--- src/rtl/sseg_scan_driver_if.sv ---
// Display bundle between status logic (master) and the seven-segment scan driver (slave).
// The brightness signal exists only when SSEG_PWM_DIM_EN is defined.
interface sseg_scan_driver_if #(
    parameter int NUM_DIGITS = 8
);
    localparam int IDX_W = (NUM_DIGITS > 1) ? $clog2(NUM_DIGITS) : 1;

    logic [4*NUM_DIGITS-1:0] value;
    logic [NUM_DIGITS-1:0]   enable;
    logic [NUM_DIGITS-1:0]   dp;
`ifdef SSEG_PWM_DIM_EN
    logic [3:0]              brightness;
`endif
    logic [7:0]              SSEG_CA;
    logic [NUM_DIGITS-1:0]   SSEG_AN;
    logic [IDX_W-1:0]        digit_idx;
    logic                    frame_tick;

    modport master (
`ifdef SSEG_PWM_DIM_EN
        output brightness,
`endif
        output value, enable, dp,
        input  SSEG_CA, SSEG_AN, digit_idx, frame_tick
    );

    modport slave (
`ifdef SSEG_PWM_DIM_EN
        input  brightness,
`endif
        input  value, enable, dp,
        output SSEG_CA, SSEG_AN, digit_idx, frame_tick
    );
endinterface

--- src/rtl/sseg_scan_driver.sv ---
// Multiplexed common-anode seven-segment scanner with per-slot blank window and per-frame input snapshot.
// Optional PWM dimming is enabled by defining SSEG_PWM_DIM_EN.
module sseg_scan_driver #(
    parameter int NUM_DIGITS   = 8,
    parameter int DIV_CYCLES   = 20000,
    parameter int BLANK_CYCLES = 16
) (
    input  logic              clk,
    input  logic              reset_n,
    sseg_scan_driver_if.slave bus
);
    localparam int IDX_W   = (NUM_DIGITS > 1) ? $clog2(NUM_DIGITS) : 1;
    localparam int TIMER_W = $clog2(DIV_CYCLES);

    if (NUM_DIGITS < 1 || NUM_DIGITS > 16) begin : g_bad_digits
        $error("sseg_scan_driver: NUM_DIGITS must be 1..16");
    end
    if (DIV_CYCLES < 2) begin : g_bad_div
        $error("sseg_scan_driver: DIV_CYCLES must be >= 2");
    end
    if (BLANK_CYCLES < 0 || BLANK_CYCLES >= DIV_CYCLES) begin : g_bad_blank
        $error("sseg_scan_driver: BLANK_CYCLES must be 0..DIV_CYCLES-1");
    end

    function automatic logic [6:0] hex7(input logic [3:0] n);
        case (n)
            4'h0: hex7 = 7'h40;  4'h1: hex7 = 7'h79;  4'h2: hex7 = 7'h24;  4'h3: hex7 = 7'h30;
            4'h4: hex7 = 7'h19;  4'h5: hex7 = 7'h12;  4'h6: hex7 = 7'h02;  4'h7: hex7 = 7'h78;
            4'h8: hex7 = 7'h00;  4'h9: hex7 = 7'h10;  4'hA: hex7 = 7'h08;  4'hB: hex7 = 7'h03;
            4'hC: hex7 = 7'h27;  4'hD: hex7 = 7'h21;  4'hE: hex7 = 7'h06;  default: hex7 = 7'h0E;
        endcase
    endfunction

    logic [TIMER_W-1:0]      timer_q, timer_d;
    logic [IDX_W-1:0]        idx_q, idx_d;
    logic [4*NUM_DIGITS-1:0] value_s_q;
    logic [NUM_DIGITS-1:0]   enable_s_q, dp_s_q;
    logic [NUM_DIGITS-1:0]   an_q, an_d;
    logic [7:0]              ca_q, ca_d;
    logic [IDX_W-1:0]        digit_idx_q;
    logic                    frame_tick_q;
    logic                    timer_wrap, idx_last, snap, show, gate;

`ifdef SSEG_PWM_DIM_EN
    logic [3:0] pwm_q, brightness_s_q;

    always_ff @(posedge clk) begin
        if (!reset_n) pwm_q <= 4'd0;
        else          pwm_q <= pwm_q + 4'd1;
    end

    always_ff @(posedge clk) begin
        if (!reset_n || snap) brightness_s_q <= bus.brightness;
    end

    assign gate = (pwm_q <= brightness_s_q);
`else
    assign gate = 1'b1;
`endif

    assign timer_wrap = (timer_q == TIMER_W'(DIV_CYCLES - 1));
    assign idx_last   = (idx_q == IDX_W'(NUM_DIGITS - 1));
    assign snap       = timer_wrap && idx_last;
    assign show       = (int'(timer_q) >= BLANK_CYCLES);

    always_comb begin
        // NOTE: every combinational output gets a default first so no path can infer a latch.
        timer_d = timer_q + TIMER_W'(1);
        idx_d   = idx_q;
        an_d    = '1;
        ca_d    = 8'hFF;
        if (timer_wrap) begin
            timer_d = '0;
            idx_d   = idx_last ? '0 : idx_q + IDX_W'(1);
        end
        // Cathodes carry the code even when PWM gates the anode off.
        if (show && enable_s_q[idx_q]) begin
            ca_d = {~dp_s_q[idx_q], hex7(value_s_q[{idx_q, 2'b00} +: 4])};
            if (gate) an_d[idx_q] = 1'b0;
        end
    end

    // NOTE: sequential state uses non-blocking assignments so all registers update from pre-edge values.
    always_ff @(posedge clk) begin
        if (!reset_n) begin
            timer_q      <= '0;
            idx_q        <= '0;
            an_q         <= '1;
            ca_q         <= 8'hFF;
            digit_idx_q  <= '0;
            frame_tick_q <= 1'b0;
        end else begin
            timer_q      <= timer_d;
            idx_q        <= idx_d;
            an_q         <= an_d;
            ca_q         <= ca_d;
            digit_idx_q  <= idx_q;
            frame_tick_q <= snap;
        end
    end

    // NOTE: the shadows have no reset value; they track the inputs during reset instead.
    always_ff @(posedge clk) begin
        if (!reset_n || snap) begin
            value_s_q  <= bus.value;
            enable_s_q <= bus.enable;
            dp_s_q     <= bus.dp;
        end
    end

    assign bus.SSEG_AN    = an_q;
    assign bus.SSEG_CA    = ca_q;
    assign bus.digit_idx  = digit_idx_q;
    assign bus.frame_tick = frame_tick_q;
endmodule

--- src/flat_wrapper.sv ---
// flat-port wrapper written by rule: the top's interface ports become plain ports
module sseg_scan_driver_flat 
#(
    parameter int NUM_DIGITS   = 8,
    parameter int DIV_CYCLES   = 20000,
    parameter int BLANK_CYCLES = 16
)
  (clk, reset_n, bus_value, bus_enable, bus_dp, bus_SSEG_CA, bus_SSEG_AN, bus_digit_idx, bus_frame_tick);
  sseg_scan_driver_if #(.NUM_DIGITS(NUM_DIGITS)) bus_i ();
  input  logic clk;
  input  logic reset_n;
  input wire logic [$bits(bus_i.value)-1:0] bus_value;
  input wire logic [$bits(bus_i.enable)-1:0] bus_enable;
  input wire logic [$bits(bus_i.dp)-1:0] bus_dp;
  output wire logic [$bits(bus_i.SSEG_CA)-1:0] bus_SSEG_CA;
  output wire logic [$bits(bus_i.SSEG_AN)-1:0] bus_SSEG_AN;
  output wire logic [$bits(bus_i.digit_idx)-1:0] bus_digit_idx;
  output wire logic [$bits(bus_i.frame_tick)-1:0] bus_frame_tick;
  assign bus_i.value = bus_value;
  assign bus_i.enable = bus_enable;
  assign bus_i.dp = bus_dp;
  assign bus_SSEG_CA = bus_i.SSEG_CA;
  assign bus_SSEG_AN = bus_i.SSEG_AN;
  assign bus_digit_idx = bus_i.digit_idx;
  assign bus_frame_tick = bus_i.frame_tick;
  sseg_scan_driver #(.NUM_DIGITS(NUM_DIGITS), .DIV_CYCLES(DIV_CYCLES), .BLANK_CYCLES(BLANK_CYCLES)) u_core (.clk(clk), .reset_n(reset_n), .bus(bus_i));
endmodule
--- config.mk ---
export PLATFORM = sky130hd
export DESIGN_NAME = sseg_scan_driver_flat
export DESIGN_NICKNAME = d
export VERILOG_FILES = /design/src/rtl/sseg_scan_driver_if.sv /design/src/rtl/sseg_scan_driver.sv /design/src/flat_wrapper.sv
export SDC_FILE = /design/constraint.sdc
export NUM_CORES = 1
export LEC_CHECK = 0
export CAP_MARGIN = 20
export CORE_ASPECT_RATIO = 1.75
export CORE_MARGIN = 5
export CORE_UTILIZATION = 45
export DETAILED_ROUTE_END_ITERATION = 16
export PLACE_DENSITY = 0.82
export SLEW_MARGIN = 20
export SYNTH_ARGS = -nofsm -noshare
export SYNTH_HDL_FRONTEND = slang
export SYNTH_SLANG_ARGS = --single-unit
--- constraint.sdc ---
create_clock -name clk -period 5.9 [get_ports clk]
set_clock_uncertainty 0.05 [all_clocks]
set_input_delay 0.885 -clock clk [delete_from_list [all_inputs] [get_ports clk]]
set_output_delay 0.885 -clock clk [all_outputs]
set_load 0.1 [all_outputs]
## Word-level counts from Yosys, hierarchy flattened

Memories as Yosys holds them, arrays and structs flattened. A register that Yosys moved wholly into a read port is not among the register bits.
Index checks and enable logic that the tools add are counted.

| storage, ports and cells | value |
|---|---|
| logic and storage cells | 36 |
| output and inout bits | 20 |
| ROM bits | 112 |
| input port bits | 50 |
| memories kept | 1 |
| flip-flop bits (word level) | 86 |

Memory list:

| memory | depth | width | rd ports | clocked after Yosys merged registers in | write ports | line | text |
|---|---|---|---|---|---|---|---|
| (name not given) | 16 | 7 | 1 | 1 | 0 | sseg_scan_driver.sv:26 | `case (n)` |

| cells by class | value |
|---|---|
| bitwise operators | 3 |
| reductions and logical operators | 8 |
| muxes and demuxes | 7 |
| shift-type cells | 1 |
| equal/unequal tests | 2 |
| $add $sub $neg | 2 |
| magnitude comparators | 3 |

Operators with widths:

| cell | count |
|---|---|
| $shiftx 32x6->4 | 1 |
| $add 15x1->15 const B | 1 |
| $eq 15x15->1 const B | 1 |
| $ge 15x5->1 const B | 1 |
| $not 8->8 | 1 |
| $bmux 1 s3 | 2 |
| $lt 3x4->1 const B | 1 |
| $add 3x1->3 const B | 1 |
| $demux 1 s3 | 1 |
| $eq 3x3->1 const B | 1 |
| $ge 3x1->1 const B | 1 |
| $logic_and 1x1->1 | 3 |
| $mux 1 | 3 |
| $mux 3 | 1 |
| $logic_not 1->1 | 2 |
| $not 1->1 | 2 |
| $reduce_and 2->1 | 1 |
| $reduce_or 2->1 | 1 |
| $logic_or 1x1->1 | 1 |

## Logic depth before layout (Yosys ltp)

| logic depth | value |
|---|---|
| depth in word-level cells | 5 |
| depth in mapped cells | 9 |
| mapped depth without buffers | 7 |

## Least setup slack after synthesis

Ideal clock, no wire load.

| path | value |
|---|---|
| path type | register -> register |
| start | register u_core.timer_q[5] |
| end | register u_core.dp_s_q[0], enable pin |
| setup slack | 566 ps |
| path buffers | 1 |
| cell stages (with the launch flop) | 6 |
| setup time | 520 ps |
| period minus slack after synthesis | 5334 ps |
| arrival | 4764 ps |
| required time | 5330 ps |
| cell sequence | dfxtp_1 -> nor4_2 -> nand2_1 -> or4_1 -> buf_2 -> o21ai_0 |

| on the way | value |
|---|---|
| cells in the longest elaborated chain, start to end | 3 |

RTL lines:

| element | line | text |
|---|---|---|
| start, declared | sseg_scan_driver.sv:34 | `logic [TIMER_W-1:0] timer_q, timer_d;` |
| start signal, assigned | sseg_scan_driver.sv:93 | `timer_q <= timer_d;` |
| $eq 15x15->1 | sseg_scan_driver.sv:61 | `assign timer_wrap = (timer_q == TIMER_W'(DIV_CYCLES - 1));` |
| $logic_and 1x1->1 | sseg_scan_driver.sv:63 | `assign snap = timer_wrap && idx_last;` |
| $logic_or 1x1->1 | sseg_scan_driver.sv:104 | `if (!reset_n \|\| snap) begin` |
| end signal, assigned | sseg_scan_driver.sv:107 | `dp_s_q <= bus.dp;` |
| end, declared | sseg_scan_driver.sv:37 | `logic [NUM_DIGITS-1:0] enable_s_q, dp_s_q;` |

Every way passes these cells.
A chain may end at the register's enable or synchronous reset.

## Worst setup path after layout

| path | value |
|---|---|
| start | register u_core.idx_q[1] |
| end | register u_core.ca_q[3], in the netlist u_core.bus.SSEG_CA[3] |

| on the way | value |
|---|---|
| cells in the longest elaborated chain, start to end | 5 |
| elaborated cells on any way between the ends | 6 |
| those cells by class | 1 x shift; 2 x mux; 3 x reduce/logical |

RTL lines:

| element | line | text |
|---|---|---|
| start, declared | sseg_scan_driver.sv:35 | `logic [IDX_W-1:0] idx_q, idx_d;` |
| start signal, assigned | sseg_scan_driver.sv:94 | `idx_q <= idx_d;` |
| $bmux 1 s3 | sseg_scan_driver.sv:77 | `if (show && enable_s_q[idx_q]) begin` |
| $mux 1 (implied by the code) | sseg_scan_driver.sv:77 |  |
| $logic_and 1x1->1 | sseg_scan_driver.sv:77 |  |
| $reduce_and 2->1 (no line) | - |  |
| $logic_not 1->1 (no line) | - |  |
| end, declared | sseg_scan_driver.sv:39 | `logic [7:0] ca_q, ca_d;` |

Several ways; a longest one is shown, not always the timed one. The select of a mux whose other input is x is not followed.

==> impl_metrics.yaml <==
routing:
  first_pass_iters: 4
  num_vias: 2095
  avgViaCountPerCell: 5.11
  drcViolationCount: 0
  wirelength_mm: 5.91
  antenna_left: 0
  wl_per_cell_um: 14.4
  drt-initial-drc-count: 121
sta:
  final.min_clock_period_ps: 3000
  setup_viol: 0
  worstMarginPinSlew_ps: 991
  fmax_ghz: 0.334
  relSlewSlack_pct: 32.0
  setup_tns_ps: 0
  hold_viol: 0
  rsz0062_at_grt: "false"
  maxSlewViolCount: 0
  period_share_pct: 50.8
synth:
  syn-num-nets: 309
  synth_edf_count: 48
  netlist_area_um2: 3430
  synth_flop_cell: "edfxtp_1"
  synthCells: 249
  synth_seq_cells: 86
  synth-async-reset-ratio_pct: 0
  ys_types: 40
  avgSynthCellArea_um2: 13.8
  synth.yosys.warnings: 0
  ys_seq_area_share_pct: 64.1
grt:
  grt_usage_pct: 13.1
  grt_max_degree: 49
  gr-total-overflow: 0
  grt_antenna_before_repair: 0
  grt_pass1_wl_mm: 9.82
  grt_pass1_vias: 2203
critical_path:
  ff2ff_path_depth: 7
  critPathMaxFanout: 18
  slowest_stage: "dfxtp_1"
  path_cells: "mux4_2 > mux2i_1 > inv_1 > ha_1 > mux2_2 > nor2_1 > o21ai_0"
  cp.required_ps: 6040
  cp.depth: 7
  path_buf_inv: 1
  crit_type: "reg2reg"
  cp-end-kind: "flip-flop"
  critical_path.top_delay_family: "multiplexers"
  startpoint_type: "flip-flop"
  crit_path_max_incr_delay_ps: 820
  cp.arrival_ps: 3140
final_layout:
  nets: 377
  multi_input_area_um2: 1130
  area_growth_pct: 29.7
  ff_latch_area_um2: 2200
  final_core_util_pct: 59.2
  antenna_cells: 0
  final.fill_count: 603
  final_layout_size_suffix_gt1_share_pct: 9.63
die:
  initial_core_util_pct: 45.7
  io-pin-count: 70
  dieArea_um2: 9550
  die_h_um: 126
  die_w_um: 76.0
  std_cell_rows: 42
  core_area_um2: 7510
clock_network:
  hold_buffers: 0
  cts_buffers: 9
  postCtsResizedCells: 0
  clockBufferDepth: 2
  post_cts_buffers: 0
  cts_tree: "built"
  clock_latency_ps: 330
  cts_htree_levels: 3
  cts.sinks: 86
  path_clk_slew_ps: 60
  root_buffer: "clkbuf_16"
placement:
  hpwl_mm: 4.42
  gp_congestion: 0.792
  io_buffers: 69
pwr:
  p_switching_mw: 0.238
  p_int_mw: 1.02
  power_frac_comb_pct: 5.3
  p_clk_share_pct: 42.3
  p_seq_share_pct: 52.4
  p_leak_nw: 1.58
  power.density_nw_per_um2: 283
  vdd_ir_drop_max_mv: 0.240
  switching_share_pct: 18.9
min_path:
  min_path_type: "reg2reg"
  hold_depth: 1
run_status:
  status: "complete, no violations"
run:
  cap_violations: 0
power by group through the flow:
stage | registers [mW] | clock network (mW) | logic, mW
after floorplan | 0.674 | 0 | 0.0281
after global placement | 0.674 | 0 | 0.0653
after detailed placement | 0.675 | 0 | 0.0671
after CTS | 0.662 | 0.543 | 0.0674
after global routing | 0.663 | 0.573 | 0.0726
final | 0.662 | 0.533 | 0.0668
per-layer routing:
layer	vias to the layer above	routed length [um]	global-route usage [%]
met2	70	3130	22.9
met3	9	407	4.46
met1	986	2260	13.7
li1	1030	-	-
met5	-	0	0
met4	0	121	6.81
path summary, 6_finish.rpt:
kind | slack (ps) | from | endpoint
worst max register to register | 2900 | u_core.idx_q[1]$_SDFFE_PN0P_ | u_core.bus.SSEG_CA[3]$_SDFF_PN1_
worst min register to register | 430 | u_core.timer_q[0]$_SDFF_PP0_ | u_core.timer_q[0]$_SDFF_PP0_
worst max-delay path | 2900 | u_core.idx_q[1]$_SDFFE_PN0P_ | u_core.bus.SSEG_CA[3]$_SDFF_PN1_
worst min-delay path | 430 | u_core.timer_q[0]$_SDFF_PP0_ | u_core.timer_q[0]$_SDFF_PP0_
stage by stage:
| step | worst slack, ps | std cells | power, mW | hold slack [ps] | instance area (um2) |
|---|---|---|---|---|---|
| floorplan | 566 | 249 | 0.702 | 391 | 3430 |
| global placement | 3010 | 394 | 0.739 | 407 | 4170 |
| detailed placement | 2870 | 394 | 0.742 | 415 | 4170 |
| CTS | 2870 | 410 | 1.27 | 429 | 4450 |
| global route | 2610 | 410 | 1.31 | 462 | 4450 |
| finish | 2900 | 410 | 1.26 | 427 | 4450 |
layout make-up:
cell class              instances  area share, %
inverters                       8          0.675
clock buffers                  12           5.31
clock inverters                 4           1.07
multi-input cells             142           25.3
repair buffers                 70           15.7
well taps                      88           2.47
flip-flops and latches         86           49.5
registers in the layout (all words and copies together), names as in the netlist:
register               flops
u_core.dp_s_q              8
u_core.idx_q               3
u_core.bus.SSEG_CA         8
u_core.value_s_q          32
u_core.bus.frame_tick      1
u_core.timer_q            15
u_core.bus.SSEG_AN         8
u_core.enable_s_q          8
u_core.bus.digit_idx       3
cell usage after synthesis (2+ instances only):
library cell  number  area [um2]
xor2_1             7        61.3
o211ai_1           2        15.0
mux4_2            10         225
nand2_1           25        93.8
nor4_1             2        12.5
o21ai_0            3        15.0
and2_1             6        37.5
and3_1             2        12.5
mux2i_1           11         110
nand4_1            3        18.8
ha_1              10         125
nor2b_1            3        18.8
nor2_1            19        71.3
edfxtp_1          48        1440
inv_1              8        30.0
nand3_1           11        55.1
clkbuf_8           2        27.5
o31a_1             2        17.5
mux2_2             3        33.8
buf_4              2        15.0
a21boi_0           2        15.0
dfxtp_1           38         761
nor3_1             2        10.0
xnor2_1            6        52.6
buf_2              7        35.0
layout by cell type, fill, tap and decap left out, types with 2 or more instances in the layout:
master           count
clkdlybuf4s50_1     69
edfxtp_1            48
dfxtp_1             38
nand2_1             25
nor2_1              19
mux2i_1             11
nand3_1             11
mux4_2              10
ha_1                10
clkbuf_16            9
inv_1                8
xor2_1               7
and2_1               6
xnor2_1              6
nor2b_1              3
mux2_2               3
nand4_1              3
clkbuf_1             3
nor4_1               2
o31a_1               2
o211ai_1             2
o21ai_0              2
and3_1               2
a21boi_0             2
nor3_1               2
worst register-to-register path, stage by stage, from the launching register on:
cell,delay [ps]
dfxtp_1,820
mux4_2,590
mux2i_1,490
inv_1,180
ha_1,280
mux2_2,270
nor2_1,80
o21ai_0,100
cells by family after synthesis:
| kind of cell | synth area share [%] |
|---|---|
| AOI/OAI and AO/OA | 3.10 |
| and+or+nand+nor | 11.3 |
| muxes | 11.2 |
| buffers and inverters | 3.35 |
| DFF | 64.1 |
| xor gates and xnor gates | 3.32 |
| adders and majority gates | 3.64 |
Power figures use the tool's default switching activity.
